--- config.mk ---
export PLATFORM = sky130hd
export DESIGN_NAME = tx_frame_scheduler
export DESIGN_NICKNAME = d
export VERILOG_FILES = /design/src/rtl/tx_frame_scheduler.sv
export SDC_FILE = /design/constraint.sdc
export NUM_CORES = 1
export LEC_CHECK = 0
export ABC_AREA = 1
export BUFFER_PORTS_ARGS = -buffer_cell sky130_fd_sc_hd__clkbuf_2
export CAP_MARGIN = 10
export CORE_ASPECT_RATIO = 1.25
export CORE_MARGIN = 10
export CORE_UTILIZATION = 51
export DETAILED_ROUTE_END_ITERATION = 12
export PLACE_DENSITY = 0.8
export RECOVER_POWER = 25
export SETUP_SLACK_MARGIN = 0.02
export SYNTH_ARGS = -nofsm -noshare
export SYNTH_HDL_FRONTEND = slang
export SYNTH_SLANG_ARGS = --single-unit
--- constraint.sdc ---
create_clock -name clk_in -period 1.6 [get_ports clk_in]
set_clock_uncertainty 0.2 [all_clocks]
set_input_delay 0 -clock clk_in [delete_from_list [all_inputs] [get_ports clk_in]]
set_output_delay 0 -clock clk_in [all_outputs]
set_load 0.02 [all_outputs]
--- src/rtl/tx_frame_scheduler.sv ---
// tx_frame_scheduler
// Arbitrates the single HPS transmit path between N_SRC result buffers.
// A ready bank is granted in round-robin order. The scheduler then drives the
// TX unit's select, headcount, enable and clear lines, waits for frame
// completion or a watchdog/HPS abort, and returns a per-source done or abort
// pulse.
//
// Ports:
//   clk_in         system clock
//   rst_n          asynchronous active-low reset
//   src_ready      per-bank "complete frame held" level
//   src_headcount  per-bank line count, bank i at [i*UINT8_WIDTH +: UINT8_WIDTH]
//   src_done       one-cycle pulse, frame of the granted bank fully sent
//   src_abort      one-cycle pulse, frame of the granted bank aborted
//   tx_en          enable to the TX unit
//   tx_clear       Clear_buff to the TX unit, held CLR_CYCLES after each frame
//   tx_sel         index of the granted bank
//   tx_headcount   latched headcount of the granted bank
//   tx_done        TX unit frame-complete pulse
//   tx_wd_trigger  TX unit watchdog fired
//   hps_abort      HPS software abort request
//   busy           high whenever the scheduler is not idle
//   err_count      saturating count of aborted frames
module tx_frame_scheduler #(
  parameter int N_SRC       = 2,
  parameter int SEL_W       = (N_SRC > 1) ? $clog2(N_SRC) : 1,
  parameter int UINT8_WIDTH = 8,
  parameter int CLR_CYCLES  = 2
) (
  input  logic                         clk_in,
  input  logic                         rst_n,
  input  logic [N_SRC-1:0]             src_ready,
  input  logic [N_SRC*UINT8_WIDTH-1:0] src_headcount,
  output logic [N_SRC-1:0]             src_done,
  output logic [N_SRC-1:0]             src_abort,
  output logic                         tx_en,
  output logic                         tx_clear,
  output logic [SEL_W-1:0]             tx_sel,
  output logic [UINT8_WIDTH-1:0]       tx_headcount,
  input  logic                         tx_done,
  input  logic                         tx_wd_trigger,
  input  logic                         hps_abort,
  output logic                         busy,
  output logic [UINT8_WIDTH-1:0]       err_count
);

  localparam int CNT_W = 4;

  typedef enum logic [2:0] {
    IDLE,
    GRANT,
    ACTIVE,
    DONE,
    ABORT,
    CLEAR
  } state_t;

  state_t                   state_q, state_d;
  logic [SEL_W-1:0]         sel_q, sel_d;
  logic [SEL_W-1:0]         last_q, last_d;
  logic [UINT8_WIDTH-1:0]   hc_q, hc_d;
  logic [UINT8_WIDTH-1:0]   err_q, err_d;
  logic [CNT_W-1:0]         cnt_q, cnt_d;
  logic                     en_q, en_d;
  logic                     clr_q, clr_d;
  logic                     busy_q, busy_d;
  logic [N_SRC-1:0]         done_q, done_d;
  logic [N_SRC-1:0]         abort_q, abort_d;

  logic                     found;
  logic [SEL_W-1:0]         grant_idx;

  // Round-robin search: first set ready bit starting just after last grant.
  always_comb begin
    int unsigned idx;
    found     = 1'b0;
    grant_idx = '0;
    idx       = 0;
    for (int unsigned k = 0; k < N_SRC; k++) begin
      idx = 32'(last_q) + 1 + k;
      if (idx >= N_SRC) idx = idx - N_SRC;
      if (!found && src_ready[idx]) begin
        found     = 1'b1;
        grant_idx = SEL_W'(idx);
      end
    end
  end

  always_comb begin
    state_d = state_q;
    sel_d   = sel_q;
    last_d  = last_q;
    hc_d    = hc_q;
    err_d   = err_q;
    cnt_d   = cnt_q;

    unique case (state_q)
      IDLE: begin
        if (found) begin
          sel_d   = grant_idx;
          hc_d    = src_headcount[grant_idx*UINT8_WIDTH +: UINT8_WIDTH];
          state_d = GRANT;
        end
      end
      GRANT: state_d = ACTIVE;
      ACTIVE: begin
        if (tx_done) begin
          state_d = DONE;
        end else if (tx_wd_trigger || hps_abort) begin
          state_d = ABORT;
          // Counted on entry so err_count moves together with src_abort.
          if (err_q != '1) err_d = err_q + 1'b1;
        end
      end
      DONE, ABORT: begin
        state_d = CLEAR;
        cnt_d   = CNT_W'(CLR_CYCLES - 1);
        last_d  = sel_q;
      end
      CLEAR: begin
        if (cnt_q == '0) state_d = IDLE;
        else             cnt_d   = cnt_q - 1'b1;
      end
      default: state_d = IDLE;
    endcase

    // Outputs are registered copies of the next-state decode.
    en_d   = (state_d == ACTIVE);
    clr_d  = (state_d == CLEAR);
    busy_d = (state_d != IDLE);
    for (int unsigned i = 0; i < N_SRC; i++) begin
      done_d[i]  = (state_d == DONE)  && (sel_d == SEL_W'(i));
      abort_d[i] = (state_d == ABORT) && (sel_d == SEL_W'(i));
    end
  end

  always_ff @(posedge clk_in or negedge rst_n) begin
    if (!rst_n) begin
      state_q <= IDLE;
      sel_q   <= '0;
      last_q  <= SEL_W'(N_SRC - 1);
      hc_q    <= '0;
      err_q   <= '0;
      cnt_q   <= '0;
      en_q    <= 1'b0;
      clr_q   <= 1'b0;
      busy_q  <= 1'b0;
      done_q  <= '0;
      abort_q <= '0;
    end else begin
      state_q <= state_d;
      sel_q   <= sel_d;
      last_q  <= last_d;
      hc_q    <= hc_d;
      err_q   <= err_d;
      cnt_q   <= cnt_d;
      en_q    <= en_d;
      clr_q   <= clr_d;
      busy_q  <= busy_d;
      done_q  <= done_d;
      abort_q <= abort_d;
    end
  end

  assign src_done     = done_q;
  assign src_abort    = abort_q;
  assign tx_en        = en_q;
  assign tx_clear     = clr_q;
  assign tx_sel       = sel_q;
  assign tx_headcount = hc_q;
  assign busy         = busy_q;
  assign err_count    = err_q;

endmodule

* Word-level counts from Yosys, hierarchy flattened *
Cells that the tools add are included.

cells by class
  mux-type cells = 19
  $lt $le $gt $ge = 4
  equal/unequal tests = 11
  bitwise operators = 2
  add/subtract/negate cells = 6
  reductions and logical operators = 15
  shift-type cells = 1

operators with widths
  operator                                                            number
  < comparator 32 x 2 -> 1 bit, second input constant                 2
  2-to-1 mux 32 bit                                                   2
  greater-or-equal comparator 32 x 2 -> 1 bit, second input constant  1
  subtractor 32 x 2 -> 32 bit, second input constant                  1
  indexed part select 16 x 5 -> 8 bit                                 1
  one-hot mux 3 bit (5 select lines)                                  1
  equality test 3 x 2 -> 1 bit, second input constant                 4
  equality test 3 bit, second input constant                          4
  2-to-1 mux 3 bit                                                    4
  2-to-1 mux 1 bit                                                    10
  adder 8 x 1 -> 8 bit, second input constant                         1
  inequality test 8 bit, second input constant                        1
  one-hot mux 4 bit (2 select lines)                                  1
  logical AND 1 bit                                                   5
  logical NOT 4 bit                                                   1
  2-to-1 mux 4 bit                                                    1
  AND reduction 2 bit                                                 2
  AND reduction 4 bit                                                 1
  subtractor 3 x 2 -> 4 bit, second input constant                    1
  subtractor 4 x 1 -> 4 bit, second input constant                    1
  adder 2 x 1 -> 3 bit, second input constant                         1
  equality test 3 x 1 -> 1 bit, second input constant                 1
  greater-or-equal comparator 3 x 2 -> 1 bit, second input constant   1
  logical NOT 3 bit                                                   1
  other kinds (8)                                                     9

storage, ports and cells
  flip-flop bits (word level) = 32
  logic and storage cells = 69
  output and inout bits = 24
  bits of input ports = 23

* Depth between registers and ports, before layout *
Gate-level depths: netlist of run 1.

  depth in word-level cells = 13
  gate-level depth with buffers = 9
  depth with buffers taken out = 8

* Worst setup path after synthesis of run 1 *
No wires, ideal clock.

  kind = register -> register
  start = register err_q[0], in the netlist err_count[0]
  end = register err_q[7], in the netlist err_count[7]
  cell stages (with the launch flop) = 8
  period minus slack after synthesis = 1563 ps
  path slack = 37 ps
  buffers on the path = 0
  arrival time = 1298 ps
  library setup time = 65 ps
  data required time = 1335 ps
  cell sequence = dfrtp_1 -> ha_1 -> nand2_1 -> nor2_1 -> nand4_1 -> nand2_2 -> nand2_1 -> nand2_1

between the ends
  longest elaborated chain between the ends = 2
  elaborated cells between the ends (all ways) = 3
  those cells by class = add/sub (1); eq/ne (1); reduce/logical (1)

ends and longest elaborated chain
  what                                                          line  text
  start, declared                                               62    logic [UINT8_WIDTH-1:0] err_q, err_d;
  start signal, assigned                                        155   err_q <= err_d;
  branches (longest 2 deep; another with adder 8 x 1 -> 8 bit)  -

Several ways; the timed one is not identified.
A chain may end at the register's enable or synchronous reset.

* Worst setup path in the final report of run 1 *
  start = register state_q[0]
  end = register err_q[4], in the netlist err_count[4]

between the ends
  longest elaborated chain between the ends = 2

ends and longest elaborated chain
  what                           line  text
  start, declared                58    state_t state_q, state_d;
  start signal, assigned         151   state_q <= state_d;
  equality test 3 x 2 -> 1 bit   97    unique case (state_q)
  AND reduction 4 bit (no line)  -

No other way between the ends.

==> results by group, run 1 <==
Final layout
  • Area delta synth->final: 36.2%
  • Nets: 321
  • Final Non-Filler Cells: 333
  • Diode count: 0
  • Share of cells above drive strength 1: 0.284

Pwr
  • Int Power: 1980 uW
  • Switching power: 1510 uW
  • Clock power frac: 0.161
  • PnR Total Power: 3480 uW
  • Pwr Density: 1510 nW/um2
  • Maximum vdd drop: between 1 and 1.5 mV
  • Power share of the combinational group: 0.462
  • Leak pwr: ~0.0013 uW
  • Sequential Power Share: 0.377
  • Sw frac: 0.432

GRT
  • GR Overflow Total: 0
  • Total GRT Usage: 0.148
  • Largest net degree at the start of global routing: 33
  • First-pass GRT wire length: 7390 um
  • Initial antenna violation count: 0
  • Vias in the first global route: 1665

Yosys
  • Commonest cells in the netlist: nand2_1, dfrtp_1, inv_1, nand3_1, nor2_1
  • Syn avg cell area: slightly below 8 um2
  • Cell count after synthesis: ~220
  • Yosys top cell by area: dfrtp_1
  • Asr flop ratio synth: 1.00
  • Most common cell in the netlist: nand2_1
  • Top cells by area, synth: dfrtp_1, nand2_1, inv_1, nand3_1, o21ai_0
  • #FFs+latches synth: 32
  • Yosys Warn Count: 0
  • Mapped Nets: 243
  • Post-synth EDFFs: 0
  • Synth Cell Area: 1690 um2
  • Main synth FF type: dfrtp_1
  • Post-synth cell types: 25
  • Sequential share of the synthesized area: 0.474
  • Yosys top cell area share: 0.459

Routing
  • Initial DRT Pass Iterations: 4
  • Via count: 1642
  • Post-route ant nets: 0
  • First DRT Iteration DRCs: 66
  • Residual DRC: 0
  • Vias per inst: 4.93
  • Drt wl/cell: roughly 13 um
  • Aggregate routed wire length: 4270 um

Floorplan
  • CORE AREA: 3190 um2
  • Site Rows: 23
  • Boundary pin count: 47
  • Height of the die: 84.4 um
  • Die area: 6030 um2
  • Die W: 71.5 um
  • Initial Utilization: 0.530

Setup path
  • Worst path max stage delay: 0.44 ns
  • Crit-path slowest cell: dfrtp_2
  • CP cell instances: nor2_4 -> nand2_4 -> nor3_4 -> nand2_4 -> nand2_1 -> nand2_1
  • Crit path DAT: between 1 and 1.5 ns
  • CP Capture Type: flip-flop
  • Critical Path RT: 1.57 ns
  • Crit Path Class: flip-flop to flip-flop
  • Critical path startpoint category: flip-flop
  • CP Max Fanout: 8

Clocking
  • Num CTS Buffers: 5
  • CTS root buf: clkbuf_8
  • Clock Pin Slew Worst Setup and Hold Paths: 0.06 ns
  • Worst skew pair latency: 0.28 ns
  • CTS max path bufs: 2
  • Clock sinks: 32
  • CTS tree: done
  • H-tree depth: 2

Timing
  • Final setup TNS: 0 ns
  • Unrepaired setup endpoints after global routing: yes
  • Max Freq: 677 MHz
  • Post-route minimum period: 1.48 ns
  • Fin. Hold Viols: 0
  • Setup ws final: 0.124 ns
  • Slew margin rel.: 0.496
  • Actual slew at the worst max-slew pin: 0.757 ns
  • Max-slew violations: 0
  • Period utilization: 0.923
  • # setup viols final: 0

Job
  • MaxCap Viol Count: 0

Placement
  • IO Port Bufs: 46
  • Placed cells: ~300
  • Gpl congestion: slightly below 0.8
  • Post-detail-place hpwl: roughly 2900 um
  • Pre-CTS setup slack: 0.0788 ns

Status
  • Status: completed

Hold path
  • Type of the tightest min-delay check: input pin to flip-flop
cells by family (layout without fill, tap and decap cells):
kind of cell | Yosys count | in the layout | synth area share
simple gates | 129 | 129 | 0.356
buf+inv | 37 | 115 | 0.0932
flops | 32 | 32 | 0.474
compound gates | 14 | 14 | 0.0414
xor+xnor | 4 | 4 | 0.0207
fa+ha+maj | 2 | 2 | 0.0148
critical path: cells and delay by family, from the launching register on:
family | cells | cell delay (ns)
and+or+nand+nor | 6 | 0.72
DFF | 1 | 0.44
final timing paths:
check                                            start                          end  slack (ns)  depth (start not counted)
max in group asynchronous                        rst_n         state_q[0]$_DFF_PN0_        0.44                          3
hold reg to reg            tx_headcount[1]$_DFFE_PN0P_  tx_headcount[1]$_DFFE_PN0P_        0.29                          2
hold / removal                           tx_wd_trigger       src_abort[0]$_DFF_PN0_        0.11                          5
min in group asynchronous                        rst_n  tx_headcount[3]$_DFFE_PN0P_        0.23                          3
setup reg to reg                  state_q[0]$_DFF_PN0_     err_count[4]$_DFFE_PN0P_        0.12                          6
setup / recovery                  state_q[0]$_DFF_PN0_     err_count[4]$_DFFE_PN0P_        0.12                          6
power by group through the flow:
stage	Sequential, uW	Combinational [uW]	Clock [uW]
after floorplan	1490	880	0
after global placement	1300	1500	0
after detailed placement	1310	1530	0
after CTS	1300	1580	580
after global routing	1350	1830	610
final	1310	1610	561
metal layers:
metal  up-vias  track usage  routed length (um)
met5         -            0                   0
met4         0       0.0600                  76
met3         8       0.0495                 272
met2        51        0.252                2120
met1       760        0.162                1800
li1        823            -                   -
through the flow:
step	instance area (um2)	util	hold slack [ns]
global placement	1990	0.624	-0.160
CTS	2270	0.711	0.0764
floorplan	1690	-	-0.496
detailed placement	1990	0.624	-0.157
global route	2300	0.722	0.170
finish	2300	0.722	0.105
registers in the layout, indices dropped and copies added (netlist names):
name,count
busy,1
cnt_q,4
err_count,8
last_q,1
src_abort,2
src_done,2
state_q,3
tx_clear,1
tx_en,1
tx_headcount,8
tx_sel,1
layout make-up:
type	instances	area [um2]
Sequential cell	32	805
Timing Repair Buffer	75	495
Clock inverter	1	5.00
Inverter	33	131
Multi-Input combinational cell	149	749
Fill cell	250	890
Tap cell	37	46.3
Clock buffer	6	72.6
repair_timing:
action | 4_1_cts | 5_1_grt
setup buffers | 0 | 2
endpoints found under the setup margin | 0 | 17
hold buffers | 20 | 0
endpoints found under the hold margin | 46 | 0
gates resized for setup | 0 | 8
cell usage in the layout (no fill, tap or decap):
cell,n
nand2_1,76
clkbuf_2,47
inv_1,31
dfrtp_1,29
dlygate4sd3_1,20
nand3_1,17
nor2_1,12
o21ai_0,11
buf_4,8
nand4_1,6
nand2_2,5
clkbuf_8,5
nor2_2,4
nand2_4,3
xnor2_1,3
nor2_4,2
o21ai_1,2
dfrtp_2,2
inv_8,1
nor3_4,1
nand3_4,1
inv_2,1
nor3_2,1
nand3b_1,1
xor2_1,1
a21oi_1,1
ha_1,1
ha_2,1
clkinv_2,1
clkbuf_1,1
dfstp_2,1
No activity file was read; power rests on OpenSTA's default activity.
==> run 2, diff against run 1 <==
--- a/config.mk
+++ b/config.mk
@@ -5,12 +5,11 @@
 export SDC_FILE = /design/constraint.sdc
 export NUM_CORES = 1
 export LEC_CHECK = 0
-export ABC_AREA = 1
 export BUFFER_PORTS_ARGS = -buffer_cell sky130_fd_sc_hd__clkbuf_2
 export CAP_MARGIN = 10
 export CORE_ASPECT_RATIO = 1.25
 export CORE_MARGIN = 10
-export CORE_UTILIZATION = 51
+export CORE_UTILIZATION = 50
 export DETAILED_ROUTE_END_ITERATION = 12
 export PLACE_DENSITY = 0.8
 export RECOVER_POWER = 25
==> run 2 against run 1 <==
Compared with the run above:
- the flow now finishes with violations (negative setup slack)
- final area grew 4.9%
- first-iteration DRC count grew 41%
- critical path depth is the same
- die area is 7.5% lower
- power increased by 24%
- worst setup slack lost 0.30 ns
- clock power rose by 26%
- sequential power rose by 4%
- critical path type unchanged
- largest power group unchanged
- highest routed layer unchanged
==> results by group, run 2 <==
Timing
  • Setup ws final: -0.178 ns
  • Max-slew violations: 0
  • Slew margin rel.: 0.664
  • Unrepaired setup endpoints after global routing: yes
  • Fin. Hold Viols: 0
  • # setup viols final: 12
  • Actual slew at the worst max-slew pin: 0.504 ns
  • Period utilization: 1.11
  • Max Freq: between 500 and 600 MHz
  • Post-route minimum period: about 1.8 ns

Yosys
  • Synth Cell Area: 1490 um2
  • Main synth FF type: dfrtp_1
  • Yosys top cell area share: 0.520
  • Sequential share of the synthesized area: 0.537
  • Yosys Warn Count: 0
  • #FFs+latches synth: 32
  • Post-synth EDFFs: 0
  • Top cells by area, synth: dfrtp_1, mux2i_1, a21oi_1, nor2_1, mux2_2
  • Syn avg cell area: around 11 um2
  • Most common cell in the netlist: dfrtp_1
  • Commonest cells in the netlist: dfrtp_1, a21oi_1, nor2_1, mux2i_1, nand2_1
  • Mapped Nets: around 160
  • Yosys top cell by area: dfrtp_1
  • Cell count after synthesis: around 140
  • Asr flop ratio synth: 1.00
  • Post-synth cell types: 36

Routing
  • Drt wl/cell: around 19 um
  • First DRT Iteration DRCs: 93
  • Vias per inst: 5.50
  • Residual DRC: 0
  • Via count: 1508
  • Aggregate routed wire length: between 5000 and 6000 um
  • Initial DRT Pass Iterations: 4
  • Post-route ant nets: 0

Job
  • MaxCap Viol Count: 0

Hold path
  • Hold Path Depth: 4
  • Type of the tightest min-delay check: input pin to flip-flop
  • Hold_sp: src_headcount[7]
  • Worst Hold Endpoint: tx_headcount[7]$_DFFE_PN0P_

Setup path
  • Worst path max stage delay: 0.50 ns
  • CP Max Fanout: 7
  • CP cell instances: o21a_1 -> nor2_2 -> nor2_2 -> buf_4 -> buf_4 -> a21oi_1
  • Critical path startpoint category: flip-flop
  • Crit-path slowest cell: dfrtp_2
  • Crit path DAT: approximately 1.8 ns
  • R2R Setup Slk: -0.18 ns
  • Crit Path Class: flip-flop to flip-flop
  • CP Capture Type: flip-flop
  • Worst R2R Start: state_q[1]$_DFF_PN0_
  • Top Family by Delay on Critical Path: flip-flops
  • Critical Path RT: around 1.7 ns
  • R2R Path End: cnt_q[0]$_DFFE_PN0P_
  • R2r worst-path depth: 6
  • Bufs and invs on worst path: 2

Pwr
  • PnR Total Power: 4300 uW
  • Pwr Density: 1780 nW/um2
  • Maximum vdd drop: 1.40 mV
  • Leak pwr: approximately 0.0011 uW

Clocking
  • CTS root buf: clkbuf_4
  • Num CTS Buffers: 5
  • Worst skew pair latency: 0.35 ns
  • H-tree depth: 2
  • Clock Pin Slew Worst Setup and Hold Paths: 0.11 ns
  • CTS max path bufs: 2
  • Clock sinks: 32
  • CTS tree: done

Placement
  • IO Port Bufs: 46
  • Gpl congestion: about 0.83
  • Post-detail-place hpwl: 2940 um

Final layout
  • Multi-input logic area: between 700 and 800 um2
  • Final core occ: 0.837
  • Nets: approximately 260
  • Reg area: 810 um2
  • Fillers: 166
  • Most frequent cells in the layout: clkbuf_2, dfrtp_1, dlygate4sd3_1
  • Diode count: 0
  • Most common cell after layout, fill and taps aside: clkbuf_2
  • Area delta synth->final: 62.0%
  • Share of cells above drive strength 1: 0.462

GRT
  • GR Overflow Total: 0
  • Total GRT Usage: 0.172
  • First-pass GRT wire length: 7330 um
  • Largest net degree at the start of global routing: 20
  • Initial antenna violation count: 0
  • Vias in the first global route: 1502

Status
  • Status: finished, violations left
  • Failing checks: negative setup slack

Floorplan
  • Boundary pin count: 47
  • Height of the die: roughly 81 um
  • Initial Utilization: 0.516
  • Die W: 68.9 um
  • Die area: 5580 um2
  • CORE AREA: 2890 um2
  • Site Rows: 22
run 2: cell types whose count changed after synthesis, moves of 7 or more:
cell     previous run  this run
a21oi_1             1        15
inv_1              31         5
nand3_1            17         0
nand2_1            78         6
mux2i_1             0        10
o21ai_0            11         4
run 2: metrics by stage:
stage	hold WS [ns]	worst slack (ns)	cells	TNS [ns]	area [um2]
2_1_floorplan	-0.496	-0.0198	137	-0.0198	1540
3_3_place_gp	-0.234	-0.0547	229	-0.265	1890
3_5_place_dp	-0.222	-0.106	229	-0.812	1890
4_1_cts	0.292	-0.0644	270	-0.293	2320
5_1_grt	0.337	-0.246	274	-2.38	2420
6_report	0.300	-0.178	274	-0.989	2420
run 2: worst register-to-register path, delay by kind of cell, from the launching register on:
kind | cells | cell delay (ns)
buffers and inverters | 2 | 0.27
AND/OR/NAND/NOR | 2 | 0.28
flip-flops | 1 | 0.50
AO/OA/AOI/OAI | 2 | 0.45
run 2: timing repair:
action,in CTS,in global routing
pin swaps,7,5
setup endpoints to repair,19,27
gates cloned,0,1
hold buffers,23,0
setup buffers,10,4
gates resized for setup,11,26
endpoints found under the hold margin,49,0
run 2: report_power, final:
part           switching, uW  internal [uW]  total [uW]
logic                   1210           1020        2230
clock network            294            415         709
registers                261           1100        1360
total                   1770           2540        4300
run 2: cell families after synthesis:
logic type	count (synthesis)	share of synthesized area
DFF	32	0.537
adders and majority gates	2	0.0168
and+or+nand+nor	51	0.203
xor gates and xnor gates	2	0.0117
buffers and inverters	10	0.0360
AOI/OAI and AO/OA	26	0.0981
muxes	14	0.0972
run 2: area by class of cell:
cell class / count / share of cell area
multi-input cells: 95 / 0.318
inverters: 6 / 0.00931
clock inverters: 1 / 0.0124
well taps: 36 / 0.0186
flip-flops and latches: 32 / 0.335
clock buffers: 7 / 0.0269
repair buffers: 97 / 0.280
run 2: worst max path at each step:
stage,start,to,slack (ns),depth (start not counted)
5_1_grt,state_q[1]$_DFF_PN0_,cnt_q[0]$_DFFE_PN0P_,-0.25,6
3_5_place_dp,cnt_q[0]$_DFFE_PN0P_,busy$_DFF_PN0_,-0.11,8
6_report,state_q[1]$_DFF_PN0_,cnt_q[0]$_DFFE_PN0P_,-0.18,6
4_1_cts,state_q[0]$_DFF_PN0_,err_count[7]$_DFFE_PN0P_,-0.06,4
3_3_place_gp,state_q[0]$_DFF_PN0_,err_count[1]$_DFFE_PN0P_,-0.05,4
2_1_floorplan,err_count[1]$_DFFE_PN0P_,err_count[1]$_DFFE_PN0P_,-0.02,5
run 2: metal layers:
layer  GRT usage  vias up  wire [um]
li1            -      680          -
met1       0.199      747       1950
met2       0.293       70       2800
met3      0.0386       11        309
met4      0.0692        0        112
met5           0        -          0
==> run 3, diff against run 2 <==
==> constraint.sdc (replaced) <==
create_clock -name clk_in -period 1.6 [get_ports clk_in]
set_clock_uncertainty 0.2 [all_clocks]
set_input_delay 0.24 -clock clk_in [delete_from_list [all_inputs] [get_ports clk_in]]
set_output_delay 0.24 -clock clk_in [all_outputs]
set_load 0.02 [all_outputs]
==> run 3 against run 2 <==
Compared with the run above:
- the run ends with negative hold slack, negative setup slack left
- sequential power is essentially flat
- cell count fell by 6.6%
- worst setup slack gained 0.045 ns
- final area is 7.0% lower
- core utilization fell by 5.8 points
- hold slack got worse by 0.31 ns
- critical path depth is 1 lower
- sequential share of layout area grew 2.5 points
- die area unchanged
- global-route usage fell by 1.8 points
- largest power group unchanged
==> results by group, run 3 (same netlist as run 2, synthesis figures left out) <==
Clocking
  • Clock Pin Slew Worst Setup and Hold Paths: 0.10 ns
  • H-tree depth: 2
  • CTS root buf: clkbuf_4
  • Worst skew pair latency: between 0.3 and 0.4 ns
  • CTS tree: done
  • Clock sinks: 32
  • CTS max path bufs: 2
  • Num CTS Buffers: 5

Timing
  • Final setup TNS: -0.556 ns
  • Slew margin rel.: 0.480
  • Max Freq: 577 MHz
  • Hold Slack: -0.00785 ns
  • Unrepaired setup endpoints after global routing: yes
  • Fin. Hold Viols: 2
  • Setup ws final: -0.134 ns
  • Max-slew violations: 0
  • Actual slew at the worst max-slew pin: approximately 0.78 ns
  • Period utilization: 1.08
  • Post-route minimum period: 1.73 ns
  • # setup viols final: 7

Final layout
  • Share of cells above drive strength 1: 0.577
  • Most common cell after layout, fill and taps aside: clkbuf_2
  • Area delta synth->final: 50.7%
  • Nets: 244
  • Most frequent cells in the layout: clkbuf_2, dfrtp_1, buf_4
  • Diode count: 0

GRT
  • Total GRT Usage: 0.154
  • Vias in the first global route: 1461
  • Initial antenna violation count: 0
  • Largest net degree at the start of global routing: 17
  • First-pass GRT wire length: about 6500 um
  • GR Overflow Total: 0

Setup path
  • Critical path startpoint category: flip-flop
  • Crit Path Class: flip-flop to flip-flop
  • Crit path DAT: 1.82 ns
  • CP Capture Type: flip-flop
  • Critical Path RT: 1.68 ns
  • CP Max Fanout: 3
  • R2r worst-path depth: 5

Routing
  • Via count: 1409
  • First DRT Iteration DRCs: 51
  • Vias per inst: 5.50
  • Initial DRT Pass Iterations: 4
  • Residual DRC: 0
  • Post-route ant nets: 0
  • Drt wl/cell: 17.8 um
  • Aggregate routed wire length: between 4000 and 5000 um

Pwr
  • Pwr Density: 1800 nW/um2
  • Power share of the combinational group: 0.542
  • Leak pwr: ~0.0011 uW
  • Int Power: ~2300 uW
  • Maximum vdd drop: 1.10 mV
  • Switching power: between 1500 and 2000 uW
  • Clock power frac: 0.122
  • Sw frac: 0.422
  • Sequential Power Share: 0.336

Floorplan
  • Initial Utilization: 0.516
  • CORE AREA: 2890 um2
  • Height of the die: 81.1 um
  • Die area: 5580 um2
  • Site Rows: 22
  • Boundary pin count: between 40 and 50
  • Die W: 68.9 um

Job
  • MaxCap Viol Count: 0

Hold path
  • Type of the tightest min-delay check: input pin to flip-flop
  • Hold Path Depth: 3

Placement
  • Pre-CTS setup slack: -0.128 ns
  • Gpl congestion: 0.851
  • IO Port Bufs: between 40 and 50
  • Post-detail-place hpwl: 2990 um

Status
  • Status: finished, violations left
  • Failing checks: negative hold slack, negative setup slack
[run 3: power by group through the flow]
stage / Clock [uW] / Sequential [uW] / Combinational (uW)
2_1_floorplan: 0 / 1550 / 815
3_3_place_gp: 0 / 1310 / 1590
3_5_place_dp: 0 / 1340 / 1640
4_1_cts: 493 / 1310 / 1850
5_1_grt: 538 / 1390 / 2370
6_report: 494 / 1360 / 2200
[run 3: final cells by class]
cell class	instances	area, um2
clock buffer	8	58.8
sequential	32	810
timing repair buffer	79	513
tap	36	45.0
multi-input combinational	95	801
inverter	6	22.5
fill	192	641
[run 3: what timing repair did]
item,CTS,global route
endpoints found under the setup margin,19,26
setup buffers,9,1
hold buffers,5,0
pin swaps,7,11
hold endpoints to repair,35,0
cloned,0,1
gates resized for setup,9,37
[run 3: worst paths after layout]
path	start	endpoint	slack (ns)
hold / removal	src_headcount[7]	tx_headcount[7]$_DFFE_PN0P_	-0.008
min in group asynchronous	rst_n	err_count[4]$_DFFE_PN0P_	0.27
hold reg to reg	tx_sel$_DFF_PN0_	src_done[0]$_DFF_PN0_	0.30
setup / recovery	cnt_q[1]$_DFFE_PN0P_	cnt_q[3]$_DFFE_PN0P_	-0.13
max in group asynchronous	rst_n	state_q[0]$_DFF_PN0_	0.23
setup reg to reg	cnt_q[1]$_DFFE_PN0P_	cnt_q[3]$_DFFE_PN0P_	-0.13
[run 3: routing by layer]
metal / global-route usage / part of all wire / wire (um) / vias to the layer above
met3: 0.0579 / 0.065 / 299 / 20
met1: 0.144 / 0.32 / 1480 / 693
li1: - / - / - / 643
met5: 0 / 0 / 0 / -
met4: 0.0632 / 0.034 / 156 / 0
met2: 0.285 / 0.58 / 2630 / 53
[run 3: per-stage QoR]
step                std cells   util  cell area (um2)  hold WS [ns]  power (uW)
floorplan                 137      -             1540        -0.256        2360
global placement          232  0.661             1910       -0.0420        2900
detailed placement        232  0.661             1910       -0.0295        2970
CTS                       254  0.731             2110       0.00201        3660
global route              256  0.778             2250       0.00316        4300
finish                    256  0.778             2250      -0.00785        4060
[run 3: critical path, cell delays in order, from the launching register on]
cell,delay (ns)
dfrtp_1,0.40
inv_2,0.08
ha_4,0.17
nor3b_4,0.16
or4_1,0.53
a21oi_2,0.13
